<file path="src/rtl/game_mode_pkg.sv">
// Shared mode encoding and advance-button transition map for the game mode sequencer.
package game_mode_pkg;

    typedef enum logic [2:0] {
        IDLE   = 3'd1,
        EDIT   = 3'd2,
        DIFF   = 3'd3,
        RUN    = 3'd4,
        PAUSE  = 3'd5,
        FINISH = 3'd6
    } mode_t;

    function automatic mode_t adv_next(input mode_t m);
        case (m)
            IDLE:    adv_next = EDIT;
            EDIT:    adv_next = DIFF;
            DIFF:    adv_next = RUN;
            RUN:     adv_next = PAUSE;
            PAUSE:   adv_next = RUN;
            FINISH:  adv_next = IDLE;
            default: adv_next = IDLE;
        endcase
    endfunction

endpackage

</file>
<file path="src/rtl/game_mode_ctrl_btn_edge_sync.sv">
// Button synchroniser (STAGES flops) followed by a rising-edge detector giving a 1-cycle pulse.
module btn_edge_sync #(
    parameter int unsigned STAGES = 2
) (
    input  logic clk,
    input  logic n_rst,
    input  logic btn,
    output logic pulse
);

    logic [STAGES-1:0] sync_q, sync_d;
    logic              last_q, last_d;

    always_comb begin
        sync_d = {sync_q[STAGES-2:0], btn};
        last_d = sync_q[STAGES-1];
        pulse  = sync_q[STAGES-1] & ~last_q;
    end

    always_ff @(posedge clk or negedge n_rst) begin
        if (!n_rst) begin
            sync_q <= '0;
            last_q <= 1'b0;
        end else begin
            sync_q <= sync_d;
            last_q <= last_d;
        end
    end

endmodule

</file>
<file path="src/rtl/game_mode_ctrl.sv">
// Game mode sequencer: IDLE->EDIT->DIFF->RUN<->PAUSE plus FINISH, with pause timeout.
// Optional note-count auto-finish is enabled by defining GAME_MODE_AUTO_FINISH_EN.
module game_mode_ctrl
    import game_mode_pkg::*;
#(
    parameter int unsigned SYNC_STAGES   = 2,
    parameter int unsigned NOTE_W        = 6,
    parameter int unsigned NOTE_LIMIT    = 41,
    parameter int unsigned TMO_W         = 24,
    parameter int unsigned PAUSE_TIMEOUT = 0
) (
    input  logic              clk,
    input  logic              n_rst,
    input  logic              btn_adv,
    input  logic              btn_quit,
    input  logic [NOTE_W-1:0] note_count,
    output logic [2:0]        mode,
    output logic              mode_changed,
    output logic [2:0]        prev_mode,
    output logic              run_en
);

    localparam bit               TMO_EN   = (PAUSE_TIMEOUT != 0);
    localparam logic [TMO_W-1:0] TMO_LAST = TMO_W'(PAUSE_TIMEOUT - 1);

    logic adv_pulse, quit_pulse;

    btn_edge_sync #(.STAGES(SYNC_STAGES)) u_sync_adv (
        .clk   (clk),
        .n_rst (n_rst),
        .btn   (btn_adv),
        .pulse (adv_pulse)
    );

    btn_edge_sync #(.STAGES(SYNC_STAGES)) u_sync_quit (
        .clk   (clk),
        .n_rst (n_rst),
        .btn   (btn_quit),
        .pulse (quit_pulse)
    );

    mode_t            mode_q, mode_d;
    mode_t            prev_q, prev_d;
    logic             changed_q, changed_d;
    logic             run_en_q, run_en_d;
    logic [TMO_W-1:0] timer_q, timer_d;
    logic             tmo_hit;
    logic             note_hit;

`ifdef GAME_MODE_AUTO_FINISH_EN
    assign note_hit = (note_count == NOTE_W'(NOTE_LIMIT));
`else
    logic unused_note;
    assign unused_note = ^{note_count, NOTE_W'(NOTE_LIMIT)};
    assign note_hit    = 1'b0;
`endif

    always_comb begin
        mode_d  = mode_q;
        tmo_hit = TMO_EN && (mode_q == PAUSE) && (timer_q == TMO_LAST);

        if (!(mode_q inside {IDLE, EDIT, DIFF, RUN, PAUSE, FINISH}))
            mode_d = IDLE;
        else if (quit_pulse)
            mode_d = FINISH;
        else if (adv_pulse)
            mode_d = adv_next(mode_q);
        else if (tmo_hit)
            mode_d = FINISH;
        else if (note_hit && mode_q == RUN)
            mode_d = FINISH;

        // Timer only runs while staying in PAUSE, so it always starts from 0 on entry.
        timer_d = '0;
        if (TMO_EN && mode_q == PAUSE && mode_d == PAUSE)
            timer_d = (timer_q == '1) ? timer_q : timer_q + 1'b1;

        changed_d = (mode_d != mode_q);
        prev_d    = changed_d ? mode_q : prev_q;
        run_en_d  = (mode_d == RUN);
    end

    always_ff @(posedge clk or negedge n_rst) begin
        if (!n_rst) begin
            mode_q    <= IDLE;
            prev_q    <= IDLE;
            changed_q <= 1'b0;
            run_en_q  <= 1'b0;
            timer_q   <= '0;
        end else begin
            mode_q    <= mode_d;
            prev_q    <= prev_d;
            changed_q <= changed_d;
            run_en_q  <= run_en_d;
            timer_q   <= timer_d;
        end
    end

    assign mode         = mode_q;
    assign prev_mode    = prev_q;
    assign mode_changed = changed_q;
    assign run_en       = run_en_q;

endmodule

</file>
<file path="config.mk">
export PLATFORM = sky130hd
export DESIGN_NAME = game_mode_ctrl
export DESIGN_NICKNAME = d
export VERILOG_FILES = /design/src/rtl/game_mode_pkg.sv /design/src/rtl/game_mode_ctrl_btn_edge_sync.sv /design/src/rtl/game_mode_ctrl.sv
export SDC_FILE = /design/constraint.sdc
export NUM_CORES = 1
export LEC_CHECK = 0
export BUFFER_PORTS_ARGS = -buffer_cell sky130_fd_sc_hd__buf_2
export CORE_MARGIN = 4
export CORE_UTILIZATION = 45
export DETAILED_ROUTE_END_ITERATION = 10
export HOLD_SLACK_MARGIN = 0.15
export PLACE_DENSITY_LB_ADDON = 0.1
export SYNTH_ARGS = -nofsm -noshare
export SYNTH_HDL_FRONTEND = slang
export SYNTH_SLANG_ARGS = --single-unit
</file>
<file path="constraint.sdc">
create_clock -name clk -period 2.4 [get_ports clk]
set_input_delay 0.12 -clock clk [delete_from_list [all_inputs] [get_ports clk]]
set_output_delay 0.12 -clock clk [all_outputs]
set_load 0.01 [all_outputs]
</file>
# Word-level counts from Yosys, hierarchy flattened
# Cells that the tools add are included.
classes:
  eq_ne: 8
  mux: 4
  bitwise: 4
  reduce_logical: 2
ops:
  columns: ["cell", "n"]
  rows:
  - ["3-bit == test (second input constant)", 4]
  - ["3-bit one-hot mux with 4 select lines", 1]
  - ["3-bit two-way mux", 3]
  - ["3-bit by 2-bit == test with 1-bit output (second input constant)", 2]
  - ["6-bit nonzero test", 1]
  - ["3-bit by 1-bit == test with 1-bit output (second input constant)", 1]
  - ["3-bit != test", 1]
  - ["1-bit AND", 2]
  - ["1-bit NOT", 2]
  - ["2-bit OR reduction", 1]
totals:
  ff_bits: 14
  in_bits: 10
  wordCells: 26

# Longest topological paths before layout
# Gate-level depths: netlist of the first run.
depth:
  word_depth: 7
  ltp_mapped: 5
  ltp_nobuf: 4

# Modules after synthesis
# From an unflattened synthesis of the first run, not the netlist that was laid out.
hier_totals:
  hier_cells: 60
  hier_area_um2: 664.4
modules_own_cells:
  columns: ["mod", "n_inst", "cells_per_inst", "area_per_inst_um2", "seq_area_each_um2"]
  rows:
  - ["game_mode_ctrl", 1, 52, 486.7, 202.7]
  - ["btn_edge_sync", 2, 4, 88.8, 75.1]

# Least setup slack after synthesis of the first run
# Ideal clock, no wire load.
synth_timing:
  kind: "register -> register"
  startpoint: "reg u_sync_quit.last_q"
  endpoint: "reg prev_q[1], in the netlist prev_mode[1]"
  t_arrival_ns: 1.090
  required_time_ns: 2.274
  slack_ns: 1.184
  stages_incl_launch_ff: 5
  synth_period_minus_slack_ns: 1.216
  path_cell_list: "dfrtp_1 nand2b_4 buf_6 mux2i_2 a221o_1"
synth_between:
  elab_chain_len: 5
synth_rtl:
  columns: ["element", "line_no", "rtl"]
  rows:
  - ["start, declared", "game_mode_ctrl_btn_edge_sync.sv:12", "logic last_q, last_d;"]
  - ["start signal, assigned", "game_mode_ctrl_btn_edge_sync.sv:26", "last_q <= last_d;"]
  - ["1-bit NOT", "game_mode_ctrl_btn_edge_sync.sv:17", "pulse = sync_q[STAGES-1] & ~last_q;"]
  - ["1-bit AND", "game_mode_ctrl_btn_edge_sync.sv:17", null]
  - ["3-bit two-way mux", "game_mode_ctrl.sv:64", "else if (quit_pulse)"]
  - ["3-bit two-way mux", "game_mode_ctrl.sv:62", "if (!(mode_q inside {IDLE, EDIT, DIFF, RUN, PAUSE, FINISH}))"]
  - ["3-bit != test", "game_mode_ctrl.sv:78", "changed_d = (mode_d != mode_q);"]
  - ["end signal, assigned", "game_mode_ctrl.sv:92", "prev_q <= prev_d;"]
  - ["end, declared", "game_mode_ctrl.sv:43", "mode_t prev_q, prev_d;"]
# Every way passes these cells.
# A chain may end at the register's enable or synchronous reset.

# Worst setup path in the final report of the first run
# Ends and elaborated chain as after synthesis.

==> impl_metrics.yaml, run 1 <==
sta:
  tns_ns: 0
  skew_ns: 0.00369
  finalHoldViolations: 0
  clock.fmax_ghz: 0.764
  worstMarginPinSlew_ns: 0.486
  slew_viol_final: 0
  rsz0062_at_grt: "false"
  fin_crit_sh: 0.545
  setup_viol: 0
  slew_headroom: 0.676
  finalCriticalPeriod_ns: 1.31
clock_tree:
  clkLatencyLatePin_ns: 0.28
  clk_path_buf_depth: 2
  clkTransAtPathRegs_ns: 0.08
  ctsRootBufferMaster: "clkbuf_4"
  cts_max_level: 1
  cts_tree: "built"
  numClockSinks: 14
  cts_buffers: 3
  cts_resized: 0
worst_setup_path:
  critPathRequiredTime_ns: 2.56
  r2r_cells: 4
  cp-end-kind: "register"
  r2r-end: "prev_mode[1]"
  max_stage_delay_ns: 0.38
  arrival_ns: 1.47
  path_cells: "and2b_2 -> nor2_2 -> a21o_1 -> a221o_1"
  worst-r2r-setup-slack_ns: 1.09
  critPathKind: "register to register"
  cpMaxStageDelayCell: "dfrtp_1"
  critPathLaunchType: "register"
  timing.rr.start: "u_sync_quit.last_q"
  cp_max_fo: 6
global_route:
  first_global_vias: 437
  use_met2: 0.184
  grt_max_degree: 18
  antenna_found_initial: 0
  grt_usage: 0.140
  grt_pass1_wl_um: 2040
  met1_usage: 0.195
  grt_overflow: 0
  grt.busiest_layer: "met1"
  met3_usage: 0.0352
logic_synthesis:
  synth_warnings: 0
  yosysSeqAreaShare: 0.541
  synth_cells: 63
  synth_area_um2: 652
  syn-num-nets: 73
  syn_avg_cell_area_um2: 10.3
  synth.distinct_cells: 29
  synth_seq_cells: 14
power:
  comb_power_share: 0.356
  intPower_w: 0.000542
  p_seq_frac: 0.490
  power_leakage_nw: 0.343
  clkPwrFrac: 0.154
  power.switching_w: 0.000347
  sw_frac_of_total: 0.390
  power_density_nw_per_um2: 1180
  vdd_drop_max_mv: 0.625
worst_hold_path:
  hp-class: "input pin to async pin"
floorplanning:
  chipHeight_um: 46.1
  start_util: 0.489
  pin_count: 18
  die_w_um: 46.1
  dieArea_um2: 2120
  fp.coreArea_um2: 1330
  num_rows: 13
routing:
  vias_per_cell: 5.47
  drtIter0Drc: 8
  vias: 503
  wl_per_cell_um: 12.8
  drc: 0
  dr.pass1.iters: 4
  drt-total-wl_um: 1170
  ant_nets: 0
layout:
  antenna_cells: 0
  syn2layout_area_growth_pct: 15.9
  final_nets: 88
  final_core_util: 0.567
  drive_above_1_share: 0.286
placed_design:
  hpwl_um: 784
  place_congestion: 0.782
  io_buffer_count: 11
status:
  status: "complete, no violations"
run:
  drv_cap: 0
## worst max path at each step
stage                       start            to  depth (start not counted)
2_1_floorplan  u_sync_quit.last_q  prev_mode[1]                          4
4_1_cts        u_sync_quit.last_q  prev_mode[1]                          4
5_1_grt                   mode[2]  prev_mode[1]                          2
3_3_place_gp   u_sync_quit.last_q  prev_mode[1]                          4
3_5_place_dp   u_sync_quit.last_q  prev_mode[1]                          4
6_report       u_sync_quit.last_q  prev_mode[1]                          4
## stage by stage
stage | cell area, um2 | total power [W] | cells | setup slack, ns | hold WS [ns]
after global routing | 756 | 0.000972 | 92 | 1.02 | 0.286
final | 756 | 0.000889 | 92 | 1.09 | 0.253
after detailed placement | 699 | 0.000753 | 85 | 1.11 | 0.0293
after floorplan | 652 | 0.000659 | 63 | 1.18 | -0.176
after global placement | 699 | 0.000752 | 85 | 1.12 | 0.0231
after CTS | 756 | 0.000898 | 92 | 1.09 | 0.261
## placed cells by master (no fill, tap or decap), types with 2 or more instances in the layout
cell and n:
o21ai_0 2, nor3_1 2, a21oi_1 5, buf_2 11, nand2_1 6, a31oi_1 3, nand3_1 2, clkbuf_4 3
dfrtp_1 12, and2b_2 2, nor2_1 6, dlygate4sd3_1 3, dfstp_2 2
## area by class of cell
| type | instances | area, um2 |
|---|---|---|
| tap | 15 | 18.8 |
| clock buffer | 4 | 26.3 |
| inverter | 1 | 3.75 |
| fill | 128 | 578 |
| sequential | 14 | 353 |
| multi-input combinational | 44 | 269 |
| timing repair buffer | 14 | 85.1 |
## logic make-up after synthesis
| family | count (synthesis) | share of synthesized area |
|---|---|---|
| xor+xnor | 1 | 0.0134 |
| simple gates | 23 | 0.186 |
| mux | 1 | 0.0211 |
| compound gates | 19 | 0.192 |
| flops | 14 | 0.541 |
| buf+inv | 5 | 0.0461 |
## sequential cells by signal, indices dropped and copies added (netlist names)
register	count
u_sync_adv.last_q	1
mode	3
run_en	1
u_sync_adv.sync_q	2
u_sync_quit.sync_q	2
mode_changed	1
u_sync_quit.last_q	1
prev_mode	3
## cells in the mapped netlist (all sizes together)
cell type,instances,area (um2)
xnor2,1,8.76
nand3,2,10.0
a21boi,1,7.51
inv,1,3.75
o32a,1,10.0
o211ai,1,7.51
nor2,7,28.8
nand4,1,6.26
a21oi,5,25.0
a31oi,3,18.8
a221o,1,10.0
a211oi,1,7.51
buf,4,26.3
a22o,1,8.76
a22oi,1,7.51
dfrtp,12,300
and2b,2,17.5
mux2i,1,13.8
or2,1,6.26
o21ai,3,15.0
nor3,2,10.0
dfstp,2,52.6
nand2,6,22.5
a21o,1,7.51
nand2b,2,20.0
## layer usage
layer  vias to the layer above  routed length, um
met1                       229                599
li1                        253                  -
met3                         4                 69
met5                         -                  0
met2                        17                480
met4                         0                 23
## critical path: cells and delay by family, from the launching register on
kind	cells	cell delay, ns
AO/OA/AOI/OAI	2	0.45
flip-flops	1	0.38
AND/OR/NAND/NOR	2	0.35
## power by group through the flow
stage / registers, W / clock network (W) / logic (W)
final: 0.000435 / 0.000137 / 0.000316
after global routing: 0.000456 / 0.000156 / 0.000360
after CTS: 0.000435 / 0.000143 / 0.000321
after detailed placement: 0.000440 / 0 / 0.000313
after global placement: 0.000439 / 0 / 0.000313
after floorplan: 0.000404 / 0 / 0.000254
## repair_timing
action,CTS,global route
hold buffers,3,0
endpoints found under the setup margin,0,0
hold endpoints to repair,16,0
setup buffers,0,0
Note: power is estimated with default switching activity, not from simulation.
==> run 2, diff against run 1 <==
--- a/config.mk
+++ b/config.mk
@@ -5,9 +5,10 @@
 export SDC_FILE = /design/constraint.sdc
 export NUM_CORES = 1
 export LEC_CHECK = 0
+export ABC_AREA = 1
 export BUFFER_PORTS_ARGS = -buffer_cell sky130_fd_sc_hd__buf_2
 export CORE_MARGIN = 4
-export CORE_UTILIZATION = 45
+export CORE_UTILIZATION = 43
 export DETAILED_ROUTE_END_ITERATION = 10
 export HOLD_SLACK_MARGIN = 0.15
 export PLACE_DENSITY_LB_ADDON = 0.1
==> constraint.sdc (replaced) <==
create_clock -name clk -period 1.1 [get_ports clk]
set_input_delay 0.055 -clock clk [delete_from_list [all_inputs] [get_ports clk]]
set_output_delay 0.055 -clock clk [all_outputs]
set_load 0.01 [all_outputs]
==> run 2 against run 1 <==
Net effect: via count rose by 15%; critical endpoint is now prev_mode[2]; combinational power rose to 7.3 times the previous value; flip-flop and latch count did not move; the flow now finishes with violations (negative setup slack); hold slack got worse by 0.063 ns; critical path type unchanged; setup slack got worse by 1.5 ns; non-clock buffer count rose by 20; routed wire length rose by 35%; first-iteration DRC count did not move; synthesized cell count rose by 7.9%; clock skew fell by 0.0025 ns.
==> impl_metrics.yaml, run 2 <==
worst_setup_path:
  critPathRequiredTime_ns: 1.27
  worstSetupEndpoint: "prev_mode[2]"
  critPathKind: "register to register"
  worst-r2r-setup-slack_ns: -0.45
  cp_max_fo: 4
  timing.rr.start: "mode[0]"
  r2r_cells: 11
  r2r-end: "prev_mode[2]"
  arrival_ns: 1.72
  cp-startpoint: "mode[0]"
  cp-end-kind: "register"
  critPathLaunchType: "register"
global_route:
  grt_pass1_wl_um: 2450
  first_global_vias: 558
  grt_usage: 0.168
  grt_overflow: 0
  grt_max_degree: 15
  antenna_found_initial: 0
sta:
  setup_viol: 10
  worst_slack_ns: -0.446
  slew_viol_final: 0
  fin_crit_sh: 1.41
  slew_headroom: 0.799
  tns_ns: -3.05
  finalCriticalPeriod_ns: 1.55
  rsz0062_at_grt: "true"
  skew_ns: 0.00118
  clock.fmax_ghz: 0.647
  finalHoldViolations: 0
  worstMarginPinSlew_ns: 0.301
power:
  power.switching_w: 0.00153
  power_leakage_nw: 0.540
  p_seq_frac: 0.244
  intPower_w: 0.00191
  vdd_drop_max_mv: 1.71
  p_total_w: 0.00345
  clkPwrFrac: 0.087
  power_density_nw_per_um2: 3320
  sw_frac_of_total: 0.445
  comb_power_share: 0.669
floorplanning:
  pin_count: 18
  fp.coreArea_um2: 1330
  chipHeight_um: 46.2
  dieArea_um2: 2130
  die_w_um: 46.2
  start_util: 0.470
  num_rows: 13
status:
  violations: "negative setup slack"
  status: "finished, violations left"
worst_hold_path:
  hp-class: "input pin to async pin"
routing:
  drc: 0
  vias_per_cell: 4.78
  vias: 578
  drt-total-wl_um: 1580
  ant_nets: 0
  dr.pass1.iters: 4
  wl_per_cell_um: 13.0
  drtIter0Drc: 8
logic_synthesis:
  syn-num-nets: 78
  synthMostInstantiatedCell: "nand2_1"
  syn_avg_cell_area_um2: 9.22
  synth_seq_cells: 14
  synth_top_cell_area_share: 0.479
  synth.distinct_cells: 13
  yosysSeqAreaShare: 0.563
  synth_ff_type: "dfrtp_1"
  synth_cells: 68
  synth_area_um2: 627
  synthTopCellsByArea: "dfrtp_1 48%, nand2_2 13%, nand2_1 9.6%"
  synth_top_cells_by_count: "16 x nand2_1, 13 x nand2_2, 12 x dfrtp_1, 7 x inv_1, 4 x nand3_1"
  async_reset_ff_frac: 1.00
  synth_edf_count: 0
  synth_warnings: 0
  synth_top_area_cell: "dfrtp_1"
layout:
  syn2layout_area_growth_pct: 65.5
  drive_above_1_share: 0.670
  design_area_um2: 1040
  layout_commonest_cell: "buf_4"
  antenna_cells: 0
  final_nets: 117
  final_cell_mix: "18 x buf_4, 12 x nand2_2, 11 x dfrtp_1"
placed_design:
  placed_cell_area_um2: 776
  io_buffer_count: 11
  place_congestion: 0.875
  hpwl_um: 934
clock_tree:
  cts_tree: "built"
  numClockSinks: 14
  cts_buffers: 3
  clk_path_buf_depth: 2
  clkLatencyLatePin_ns: 0.28
  ctsRootBufferMaster: "clkbuf_4"
  clkTransAtPathRegs_ns: 0.08
  cts_max_level: 1
run:
  drv_cap: 0
## run 2: how the worst min path moves through the flow
stage	start	depth (start not counted)	endpoint
after detailed placement	n_rst	1	u_sync_quit.sync_q[1]
final	n_rst	2	run_en
after floorplan	n_rst	0	mode[1]
after global routing	n_rst	2	u_sync_quit.sync_q[1]
after CTS	n_rst	2	u_sync_quit.sync_q[1]
after global placement	n_rst	1	u_sync_quit.sync_q[1]
## run 2: routing by layer
metal	GRT usage	wire, um	share of wire
met3	0.0469	53	0.034
met5	0	0	0
met4	0.102	28	0.018
met2	0.228	758	0.48
met1	0.234	739	0.47
## run 2: through the flow
| step | setup slack [ns] | utilization | std cells | hold slack [ns] |
|---|---|---|---|---|
| floorplan | -0.300 | - | 68 | -0.241 |
| finish | -0.446 | 0.778 | 121 | 0.189 |
| global placement | -0.323 | 0.582 | 104 | -0.0382 |
| detailed placement | -0.350 | 0.582 | 104 | -0.0286 |
| CTS | -0.361 | 0.689 | 117 | 0.193 |
| global route | -0.535 | 0.778 | 121 | 0.203 |
## run 2: logic make-up after synthesis
logic type / count (synthesis) / synth area share
compound gates: 2 / 0.0160
buf+inv: 10 / 0.0599
simple gates: 42 / 0.361
flops: 14 / 0.563
## run 2: layout make-up
cell class                 instances  area [um2]
multi-input combinational         44         344
inverter                          10        45.0
tap                               15        18.8
timing repair buffer              34         249
fill                              85         297
sequential                        14         354
clock buffer                       4        26.3
## run 2: power by group through the flow
stage	Sequential [W]	Combinational, W	Clock (W)
after detailed placement	0.000818	0.00144	0
final	0.000839	0.00231	0.000300
after global placement	0.000819	0.00142	0
after floorplan	0.000881	0.000797	0
after global routing	0.000860	0.00250	0.000345
after CTS	0.000823	0.00178	0.000314
## run 2: worst max-delay path: stages, from the launching register on
cell and delay [ns]:
dfstp_2 0.64, inv_4 0.07, nand2_2 0.08, nand2_4 0.06, nand2_2 0.08, nand2_4 0.07
nand2_4 0.08, nand2_4 0.05, nand2_4 0.07, nand3_4 0.10, nand2_2 0.07, nand2_1 0.05
## run 2: what timing repair did
| item | in CTS | in global routing |
|---|---|---|
| endpoints found under the setup margin | 10 | 10 |
| setup buffers | 7 | 4 |
| hold buffers | 3 | 0 |
| endpoints found under the hold margin | 16 | 0 |
| gates resized for setup | 13 | 21 |
| pin swaps | 14 | 12 |
